===== src/rtl/decode_fetch_queue.sv =====
// Fetch-to-decode instruction queue: DEPTH-entry circular FIFO carrying PC/NPC/instr/prediction,
// with flush, freeze (pop hold), almost-full and sticky halt blocking of further fetch.
module decode_fetch_queue #(
  parameter int          DEPTH    = 4,
  parameter int          WORD_W   = 32,
  parameter int          AFULL_TH = DEPTH - 1,
  parameter logic [5:0]  HALT_OP  = 6'h3F,
  localparam int         PW       = $clog2(DEPTH),
  localparam int         CW       = PW + 1
) (
  input  logic              CLK,
  input  logic              RST,
  input  logic              flush,
  input  logic              freeze,
  input  logic              in_valid,
  output logic              in_ready,
  input  logic [WORD_W-1:0] in_pc,
  input  logic [WORD_W-1:0] in_npc,
  input  logic [WORD_W-1:0] in_instr,
  input  logic [WORD_W-1:0] in_pred_addr,
  input  logic              in_branch_taken,
  output logic              out_valid,
  input  logic              out_ready,
  output logic [WORD_W-1:0] out_pc,
  output logic [WORD_W-1:0] out_npc,
  output logic [WORD_W-1:0] out_instr,
  output logic [WORD_W-1:0] out_pred_addr,
  output logic              out_branch_taken,
  output logic [CW-1:0]     count,
  output logic              afull,
  output logic              halt_seen
);

  typedef struct packed {
    logic [WORD_W-1:0] pc;
    logic [WORD_W-1:0] npc;
    logic [WORD_W-1:0] instr;
    logic [WORD_W-1:0] pred_addr;
    logic              taken;
  } entry_t;

  localparam logic [CW-1:0] FULL_CNT  = CW'(DEPTH);
  localparam logic [CW-1:0] AFULL_CNT = CW'(AFULL_TH);

  entry_t        mem [DEPTH];
  entry_t        head;
  logic [PW-1:0] rd_ptr, wr_ptr;
  logic          push, pop, is_halt;

  // in_ready depends on state only, so a full queue refuses a push even on a pop cycle
  assign in_ready  = (count != FULL_CNT) & ~halt_seen;
  assign out_valid = (count != '0);
  assign afull     = (count >= AFULL_CNT);
  assign push      = in_valid & in_ready & ~flush;
  assign pop       = out_valid & out_ready & ~freeze & ~flush;
  assign is_halt   = (in_instr[WORD_W-1 -: 6] == HALT_OP);

  assign head             = mem[rd_ptr];
  assign out_pc           = out_valid ? head.pc        : '0;
  assign out_npc          = out_valid ? head.npc       : '0;
  assign out_instr        = out_valid ? head.instr     : '0;
  assign out_pred_addr    = out_valid ? head.pred_addr : '0;
  assign out_branch_taken = out_valid & head.taken;

  always_ff @(posedge CLK) begin
    if (RST || flush) begin
      rd_ptr    <= '0;
      wr_ptr    <= '0;
      count     <= '0;
      halt_seen <= 1'b0;
    end else begin
      if (push) wr_ptr <= wr_ptr + PW'(1);
      if (pop)  rd_ptr <= rd_ptr + PW'(1);
      case ({push, pop})
        2'b10:   count <= count + CW'(1);
        2'b01:   count <= count - CW'(1);
        default: count <= count;
      endcase
      if (push && is_halt) halt_seen <= 1'b1;
    end
  end

  // Payload storage is left unreset; occupancy alone decides what is visible.
  always_ff @(posedge CLK) begin
    if (push) mem[wr_ptr] <= '{pc: in_pc, npc: in_npc, instr: in_instr,
                               pred_addr: in_pred_addr, taken: in_branch_taken};
  end

endmodule


===== config.mk =====
export PLATFORM = sky130hd
export DESIGN_NAME = decode_fetch_queue
export DESIGN_NICKNAME = d
export VERILOG_FILES = /design/src/rtl/decode_fetch_queue.sv
export SDC_FILE = /design/constraint.sdc
export NUM_CORES = 1
export LEC_CHECK = 0
export BUFFER_PORTS_ARGS = -buffer_cell sky130_fd_sc_hd__buf_2
export CELL_PAD_IN_SITES_DETAIL_PLACEMENT = 1
export CELL_PAD_IN_SITES_GLOBAL_PLACEMENT = 2
export CORE_AREA = 4 4 210 212
export CTS_CLUSTER_SIZE = 10
export DETAILED_ROUTE_END_ITERATION = 8
export DIE_AREA = 0 0 214 216
export PLACE_DENSITY = 0.88
export SYNTH_ARGS = -nofsm -noshare
export SYNTH_HDL_FRONTEND = slang
export SYNTH_SLANG_ARGS = --single-unit

===== constraint.sdc =====
create_clock -name CLK -period 14.69 [get_ports CLK]
set_input_delay 4.407 -clock CLK [delete_from_list [all_inputs] [get_ports CLK]]
set_output_delay 4.407 -clock CLK [all_outputs]
set_load 0.02 [all_outputs]

==> results of run 1 <==
-- per-layer routing --
layer	vias to the layer above	global-route usage (%)
met4	18	4.97
met2	282	32.4
met3	73	4.44
met1	5010	24.5
met5	-	0
li1	4178	-
-- cell families after synthesis --
| family | synth area share [%] |
|---|---|
| xor+xnor | 0.0874 |
| simple gates | 4.77 |
| mux | 14.7 |
| flops | 78.3 |
| compound gates | 0.212 |
| buf+inv | 1.49 |
| fa+ha+maj | 0.412 |
-- power by group --
| part | switching, mW | internal (mW) | leakage (nW) |
|---|---|---|---|
| clock network | 0.521 | 0.748 | 0.789 |
| logic | 0.0643 | 0.0411 | 2.49 |
| registers | 0.00566 | 1.67 | 4.77 |
-- sequential cells by signal, indices dropped and copies added, names as in the netlist, named ones only --
signal,flops
count,3
wr_ptr,2
mem,516
rd_ptr,2
halt_seen,1
-- synth_stat cells (5+ instances only) --
cell	count
nand2_1	8
clkbuf_1	15
mux4_2	129
buf_6	13
ha_1	5
edfxtp_1	516
dfxtp_1	10
inv_1	6
and2_1	129
buf_2	13
-- path summary, 6_finish.rpt --
check | from | end | slack (ns) | cells past startpoint
worst max-delay path | flip-flop | out_pc[18] | 6.83 | 4
worst min-delay path | rd_ptr[1] | flip-flop | 0.49 | 2
worst max register to register | halt_seen | mem[3][89] | 11.83 | 3
worst min register to register | rd_ptr[1] | flip-flop | 0.49 | 2
-- layout make-up --
cell class / instances / area [µm²] / area share, %
tap: 539 / 674 / 2.87
timing repair buffer: 282 / 1440 / 6.13
clock inverter: 1 / 5.00 / 0.0213
inverter: 6 / 23.8 / 0.101
antenna: 3 / 7.51 / 0.0319
sequential: 526 / 15700 / 66.7
multi-input combinational: 305 / 4060 / 17.3
clock buffer: 79 / 1610 / 6.86
-- critical path, delay by kind of cell, from the launching register on --
family	cells	cell delay [ns]
flops	1	0.92
simple gates	1	0.18
buf+inv	2	1.03
mux	1	0.66
-- stage by stage --
stage               cell area [µm²]  hold slack (ns)  utilization [%]
floorplan                     20000            0.448                -
global placement              21900            0.454             52.2
detailed placement            21900            0.474             52.2
CTS                           23500            0.491             56.1
global route                  23500            0.521             56.1
finish                        23500            0.489             56.1
==> key figures, run 1 <==
Outcome
  • Status: completed

Routing
  • Top layer reached by signal wires: met5
  • Routed Antenna Nets: 0
  • DRT met1 WL: approximately 18000 µm
  • Initial drt markers: approximately 810
  • Routed len/inst: around 25 µm
  • Routed vias/inst: around 5.5
  • DR pass1 iterations: 5
  • Routed met3 length: about 2600 µm
  • Total Wirelength: 43200 µm
  • WL met2: roughly 22000 µm
  • Drt drc: 0
  • Total number of vias: 9561

Timing
  • Fin Setup TNS: 0 ns
  • Final min period: approximately 8 ns
  • Clock skew: approximately 0.015 ns
  • Tcrit/Tclk final: between 50% and 60%
  • Relative slew slack: a little under a third
  • RSZ-0062 raised after global routing: no
  • Setup violators final: 0
  • Setup ws final: just under 7 ns
  • Slew Limit Fails: 0
  • Worst-Margin Slew: roughly 1.0 ns
  • Final Hold Vio Count: 0
  • FMAX: roughly 130 MHz

Global routing
  • Largest net degree at the start of global routing: between 90 and 100
  • First-pass GRT wire length: roughly 66000 µm
  • Antenna violations before repair: 14
  • All-Layer GR Usage: approximately a fifth
  • Vias in the first global route: 10900
  • Global route overflow: 0

Yosys
  • Seq/Total Area, Yosys: between 70% and 80%
  • Top cell type by total area after synthesis: edfxtp_1
  • Synthesized instance count: 879
  • Cell Area, Synth: between 0.02 and 0.025 mm²
  • Warnings, synthesis: 0
  • Post-Syn Nets: ~1000
  • Post-synth top flop: edfxtp_1
  • Average size of a mapped cell: about 23 µm²
  • Number of synthesized register bits: 526
  • Number of flops mapped to enable cells by yosys: slightly above 500
  • Main area contributors after synthesis: edfxtp_1 (77%), mux4_2 (14%), and2_1 (4.0%)
  • Async SR Flop Fraction: 0%
  • Yosys top cell area share: between 70% and 80%
  • Yosys cell types: 29

Floorplan
  • Die span in y: ~220 µm
  • Core area: between 0.04 and 0.05 mm²
  • Starting density of the core: between 40% and 50%
  • Die width: ~210 µm
  • Die Footprint: ~0.046 mm²
  • I/O pin count: 271
  • Cell row count: 75

CTS
  • Setup Fix Bufs, Post-CTS: 0
  • Root Driver: clkbuf_16
  • Cts bufs inserted: a little under 60
  • Clk slew on worst S/H paths: ~0.060 ns
  • CTS H-tree lvls: 2
  • CTS tree: built
  • Hold-fix buffers, CTS: 0
  • CTS max path bufs: 3
  • Clock latency on the worst-skew pair: 0.59 ns
  • Post_cts resized: 0
  • Total clock sinks: 526

Finish
  • Syn-to-layout area delta: 17.4%
  • Commonest cells after routing, fill and taps aside: edfxtp_1 (516), buf_2 (270), mux4_2 (129), and2_1 (129), clkbuf_16 (61)
  • Fill cell count: 3679
  • Share of layout cells above drive strength 1: between 40 and 50%
  • Finished Layout Cells: between 1500 and 2000
  • Nets@finish: 1321
  • Commonest non-fill, non-tap cell in the layout: edfxtp_1

Critical path
  • CP max FO: 49
  • CP Capture Type: output pin
  • WP data arrival: 3.45 ns
  • Worst path required time: 10.28 ns
  • Crit path launch type: flip-flop
  • Crit-path max cell delay: between 0.9 and 1 ns
  • Crit-path cells: buf_4 > mux4_2 > and2_1 > buf_2
  • Critical-path top delay cell: dfxtp_4
  • CP Class: flip-flop to output pin

Flow run
  • Max Cap Viol: 0

Min path
  • Hold crit path type: flip-flop to flip-flop

Pwr
  • P_leak: between 8 and 9 nW
  • Total power: between 3 and 4 mW
  • Max VDD drop: about 0.12 mV
  • Pwr Density: roughly 130 mW/mm²

Placement
  • Routability cong.: just over 0.7
  • HPWL after DPL: ~26000 µm
  • Pre-CTS WS: around 7.3 ns
  • PortBufs: 270
  • Placed insts: between 1500 and 2000
(Power assumes the default switching activity.)
==> inputs of run 2 (changes only) <==
--- a/config.mk
+++ b/config.mk
@@ -8,11 +8,11 @@
 export BUFFER_PORTS_ARGS = -buffer_cell sky130_fd_sc_hd__buf_2
 export CELL_PAD_IN_SITES_DETAIL_PLACEMENT = 1
 export CELL_PAD_IN_SITES_GLOBAL_PLACEMENT = 2
-export CORE_AREA = 4 4 210 212
+export CORE_AREA = 4 4 219 221
 export CTS_CLUSTER_SIZE = 10
 export DETAILED_ROUTE_END_ITERATION = 8
-export DIE_AREA = 0 0 214 216
-export PLACE_DENSITY = 0.88
+export DIE_AREA = 0 0 223 225
+export PLACE_DENSITY = 0.82
 export SYNTH_ARGS = -nofsm -noshare
 export SYNTH_HDL_FRONTEND = slang
 export SYNTH_SLANG_ARGS = --single-unit
==> constraint.sdc (replaced) <==
create_clock -name CLK -period 7.5 [get_ports CLK]
set_input_delay 2.25 -clock CLK [delete_from_list [all_inputs] [get_ports CLK]]
set_output_delay 2.25 -clock CLK [all_outputs]
set_load 0.02 [all_outputs]
==> key figures, run 2 (same netlist as run 1, synthesis figures left out) <==
Floorplan
  • Cell row count: 79 (+5.3%)
  • Core area: 0.0462 mm² (+10%)
  • Die Footprint: 0.0502 mm² (+8.5%)
  • Starting density of the core: 43.4% (-4.4 points)
  • Die width: 223 µm (+4.2%)
  • I/O pin count: 271 (unchanged)
  • Die span in y: 225 µm (+4.2%)

CTS
  • CTS tree: built
  • Clock latency on the worst-skew pair: 0.59 ns (about the same)
  • Total clock sinks: 526 (unchanged)
  • Setup Fix Bufs, Post-CTS: 0 (unchanged)
  • Cts bufs inserted: 59 (unchanged)
  • Post_cts resized: 0 (unchanged)
  • CTS H-tree lvls: 2 (unchanged)
  • Hold-fix buffers, CTS: 0 (unchanged)
  • Root Driver: clkbuf_16
  • Clk slew on worst S/H paths: 0.06 ns (about the same)
  • CTS max path bufs: 3 (unchanged)

Global routing
  • Largest net degree at the start of global routing: 79 (-20%)
  • First-pass GRT wire length: 64500 µm (-2.9%)
  • Vias in the first global route: 10400 (-4.2%)
  • All-Layer GR Usage: 16.9% (-2.0 points)
  • Global route overflow: 0 (unchanged)
  • Antenna violations before repair: 8 (-6)

Critical path
  • Worst Setup EP: out_instr[31]
  • Crit-path max cell delay: 0.83 ns (-0.09 ns)
  • WP data arrival: 3.34 ns (-0.11 ns)
  • Reg-to-reg endpoint: mem[3][57]
  • CP Class: flip-flop to output pin
  • Worst R2R Start: halt_seen
  • Worst Setup SP: count[0]
  • Worst path required time: 5.25 ns (-5.03 ns)
  • Reg2Reg Setup Slack: 4.63 ns (-7.20 ns)
  • CP Capture Type: output pin
  • CP max FO: 66 (+35%)
  • Crit path launch type: flip-flop
  • Critical-path top delay cell: clkinv_2
  • Crit-path cells: nor3_1 > clkinv_2 > buf_4 > and2_1 > buf_2
  • Worst reg-to-reg path cell count: 3 (unchanged)

Timing
  • FMAX: between 150 and 200 MHz
  • Hold WS: 0.498 ns (+0.00850 ns)
  • RSZ-0062 raised after global routing: no
  • Final Hold Vio Count: 0 (unchanged)
  • Tcrit/Tclk final: approximately three quarters
  • Relative slew slack: 33.3% (+1.3 points)
  • Slew Limit Fails: 0 (unchanged)
  • Clock skew: 0.0176 ns (+0.00228 ns)
  • Setup violators final: 0 (unchanged)
  • Fin Setup TNS: 0 ns (unchanged)
  • Final min period: 5.59 ns
  • Setup ws final: 1.91 ns (-4.92 ns)
  • Worst-Margin Slew: 1.00 ns (-0.0195 ns)

Routing
  • Routed len/inst: 23.5 µm (-5.3%)
  • Total number of vias: 9461 (-1.0%)
  • Drt drc: 0 (unchanged)
  • Initial drt markers: 613 (-25%)
  • Routed Antenna Nets: 0 (unchanged)
  • Routed vias/inst: 5.25 (-4.4%)
  • Total Wirelength: 42300 µm (-2.0%)
  • DR pass1 iterations: 5 (unchanged)

Placement
  • Routability cong.: 0.717 (+1.2%)
  • PortBufs: 270 (unchanged)
  • HPWL after DPL: 26000 µm (-0.71%)
  • Pre-CTS WS: 2.43 ns (-4.86 ns)

Finish
  • Commonest non-fill, non-tap cell in the layout: edfxtp_1
  • Syn-to-layout area delta: 18.3%
  • Share of layout cells above drive strength 1: 40.5% (about the same)
  • Max reg flops: 516 (unchanged)
  • Largest registers: mem (516), count (3)
  • Commonest cells after routing, fill and taps aside: edfxtp_1 (516), buf_2 (270), mux4_2 (129), and2_1 (129), clkbuf_16 (61)
  • Biggest register: mem
  • Nets@finish: 1319 (-0.15%)

Pwr
  • P_leak: 8.07 nW (+0.23%)
  • Pwr Density: 254 mW/mm² (+96%)
  • Max VDD drop: 0.201 mV (+73%)

Flow run
  • Max Cap Viol: 0 (unchanged)

Min path
  • Hold crit path type: flip-flop to flip-flop

Outcome
  • Status: completed
==> run 2: area by class of cell <==
class                   count  area [µm²]
clock inverters             2        60.1
repair buffers            280        1500
well taps                 607         759
flip-flops and latches    526       15700
inverters                   6        23.8
fillers                  4139       22500
diodes                      2        5.00
clock buffers              74        1590
multi-input cells         305        4060
==> run 2: worst min-delay path by stage <==
stage | end | depth (start not counted) | from
after floorplan | flip-flop | 2 | rd_ptr[1]
final | wr_ptr[1] | 2 | wr_ptr[1]
after global routing | flip-flop | 2 | rd_ptr[1]
after CTS | wr_ptr[1] | 2 | wr_ptr[1]
after global placement | flip-flop | 2 | rd_ptr[1]
after detailed placement | flip-flop | 2 | rd_ptr[1]
==> run 2: metrics by stage <==
stage / utilization, % / instance area [µm²] / power (mW) / instances
after floorplan: - / 20000 / 3.44 / 879
after CTS: 51.3 / 23700 / 6.11 / 1800
after global routing: 51.3 / 23700 / 6.25 / 1800
after detailed placement: 47.8 / 22100 / 3.56 / 1724
after global placement: 47.8 / 22100 / 3.54 / 1724
final: 51.3 / 23700 / 6.03 / 1802
==> run 2: routing by layer <==
layer / up-vias / GRT usage, % / part of all wire (%) / routed length (µm)
met1: 4941 / 23.2 / 42 / 17800
met2: 258 / 27.5 / 50 / 21100
met3: 72 / 4.45 / 5.9 / 2510
li1: 4178 / - / - / -
met4: 12 / 4.06 / 1.8 / 760
met5: - / 0 / 0.18 / 77
==> run 2: worst max-delay path: cells and delay by family (launching register included) <==
kind	cells	cell delay, ns
and+or+nand+nor	2	0.67
buffers and inverters	3	1.59
DFF	1	0.37
==> run 2: report_power, final <==
part	internal [mW]	switching [mW]
registers	3.27	0.0104
logic	0.0815	0.125
clock network	1.52	1.02
==> inputs of run 3 (changes only) <==
==> constraint.sdc (replaced) <==
create_clock -name CLK -period 5.3 [get_ports CLK]
set_input_delay 1.59 -clock CLK [delete_from_list [all_inputs] [get_ports CLK]]
set_output_delay 1.59 -clock CLK [all_outputs]
set_load 0.02 [all_outputs]
==> key figures, run 3 (same netlist as run 1, synthesis figures left out) <==
Timing
  • Final Hold Vio Count: 0 (unchanged)
  • Hold WS: 0.495 ns (-0.00263 ns)
  • Worst-Margin Slew: 0.878 ns (-0.122 ns)
  • Slew Limit Fails: 0 (unchanged)
  • Fin Setup TNS: 0 ns (unchanged)
  • Setup violators final: 0 (unchanged)
  • Relative slew slack: 41.4% (+8.1 points)
  • Clock skew: 0.0165 ns (-0.00109 ns)
  • Tcrit/Tclk final: roughly 86%
  • Final min period: roughly 4.6 ns
  • RSZ-0062 raised after global routing: no
  • FMAX: approximately 220 MHz

Pwr
  • Max VDD drop: 0.270 mV (+34%)
  • Pwr Density: 355 mW/mm² (+39%)
  • P_leak: 8.08 nW (+0.15%)

Finish
  • Biggest register: mem
  • Share of layout cells above drive strength 1: 40.6% (+0.079 points)
  • Nets@finish: 1325 (+0.45%)
  • Largest registers: mem (516), count (3)
  • Syn-to-layout area delta: 18.4%
  • Max reg flops: 516 (unchanged)
  • Commonest cells after routing, fill and taps aside: edfxtp_1 (516), buf_2 (270), mux4_2 (129), and2_1 (129), clkbuf_16 (59)
  • Commonest non-fill, non-tap cell in the layout: edfxtp_1

Global routing
  • Global route overflow: 0 (unchanged)
  • Met3 Resource Use GR: 5.08% (+0.63 points)
  • Met2 GRT Util: 27.5% (+0.030 points)
  • Vias in the first global route: 10400 (-0.46%)
  • First-pass GRT wire length: 64300 µm (-0.33%)
  • Met1 Use GR: 22.4% (-0.73 points)
  • Most Crowded Layer GR: met2
  • Largest net degree at the start of global routing: 130 (+65%)
  • Antenna violations before repair: 11 (+3)
  • All-Layer GR Usage: 16.7% (-0.15 points)

Placement
  • PortBufs: 270 (unchanged)
  • Routability cong.: 0.718 (+0.27%)
  • HPWL after DPL: 24700 µm (-4.9%)

CTS
  • Clk slew on worst S/H paths: 0.06 ns (about the same)
  • CTS H-tree lvls: 2 (unchanged)
  • Post_cts resized: 0 (unchanged)
  • Root Driver: clkbuf_16
  • CTS max path bufs: 3 (unchanged)
  • Total clock sinks: 526 (unchanged)
  • Hold-fix buffers, CTS: 0 (unchanged)
  • CTS tree: built
  • Cts bufs inserted: 59 (unchanged)
  • Clock latency on the worst-skew pair: 0.60 ns (about the same)
  • Setup Fix Bufs, Post-CTS: 0 (unchanged)

Critical path
  • CP Class: flip-flop to output pin
  • WP data arrival: 2.96 ns (-0.38 ns)
  • Worst reg-to-reg path cell count: 8 (+5)
  • CP Capture Type: output pin
  • Reg2Reg Setup Slack: 2.78 ns (-1.85 ns)
  • Most common cell on crit path: buf_4
  • Crit-path cells: nor3_1 > clkinv_2 > buf_4 > buf_4 > and2_1 > buf_2
  • Crit-path max cell delay: 0.59 ns (-0.24 ns)
  • Worst path required time: 3.71 ns (-1.54 ns)
  • Crit path launch type: flip-flop
  • Worst R2R Start: count[2]
  • CP max FO: 75 (+14%)
  • Reg-to-reg endpoint: count[2]
  • Critical-path top delay cell: buf_4

Min path
  • Hold crit path type: flip-flop to flip-flop
  • Worst Hold Depth: 2 (unchanged)
  • Min-Delay Startpoint: rd_ptr[0]

Floorplan
  • Die Footprint: 0.0502 mm² (unchanged)
  • I/O pin count: 271 (unchanged)
  • Die width: 223 µm (unchanged)
  • Cell row count: 79 (unchanged)
  • Starting density of the core: 43.4% (unchanged)
  • Core area: 0.0462 mm² (unchanged)
  • Die span in y: 225 µm (unchanged)

Outcome
  • Status: completed

Routing
  • Routed vias/inst: 5.24 (-0.24%)
  • Routed Antenna Nets: 0 (unchanged)
  • Total Wirelength: 42200 µm (-0.34%)
  • Drt drc: 0 (unchanged)
  • Initial drt markers: 537 (-12%)
  • Routed len/inst: 23.2 µm (-1.0%)
  • Total number of vias: 9501 (+0.42%)
  • DR pass1 iterations: 4 (-1)

Flow run
  • Max Cap Viol: 0 (unchanged)
run 3: worst max path at each step:
stage | from | to | slack, ns | cells past startpoint
floorplan | flush | mem[0][0] | 1.29 | 2
global placement | count[0] | out_pc[14] | 1.38 | 6
detailed placement | count[1] | out_pc[14] | 1.36 | 6
CTS | count[1] | out_pc[14] | 0.67 | 6
global route | count[2] | out_pc[14] | 0.49 | 6
finish | count[1] | out_pc[7] | 0.75 | 6
run 3: critical path: cells and delay by family, from the launching register on:
family | cells | cell delay [ns]
buffers and inverters | 4 | 1.31
flip-flops | 1 | 0.47
AND/OR/NAND/NOR | 2 | 0.40
run 3: cell type report:
class	count	area, µm²
antenna	4	10.0
clock buffer	75	1540
inverter	6	23.8
multi-input combinational	305	4060
timing repair buffer	286	1570
clock inverter	5	65.1
sequential	526	15700
tap	607	759
fill	4097	22400
run 3: report_power, final:
group | internal (mW) | leakage, nW | switching, mW
Sequential | 4.63 | 4.77 | 0.0137
Clock | 2.00 | 0.775 | 1.48
Combinational | 0.116 | 2.54 | 0.174
run 3: per-layer routing:
layer  wire [µm]  share of wire, %
met5          89              0.21
met4         683               1.6
met3        3010               7.1
met2       20900                50
met1       17500                41
run 3: through the flow:
| step | power (mW) | utilization (%) | cells | cell area, µm² | setup WS, ns |
|---|---|---|---|---|---|
| floorplan | 4.87 | - | 879 | 20000 | 1.29 |
| global placement | 5.01 | 47.9 | 1730 | 22100 | 1.38 |
| detailed placement | 5.03 | 47.9 | 1730 | 22100 | 1.36 |
| CTS | 8.56 | 51.4 | 1810 | 23700 | 0.672 |
| global route | 8.75 | 51.4 | 1811 | 23700 | 0.490 |
| finish | 8.42 | 51.4 | 1814 | 23700 | 0.750 |
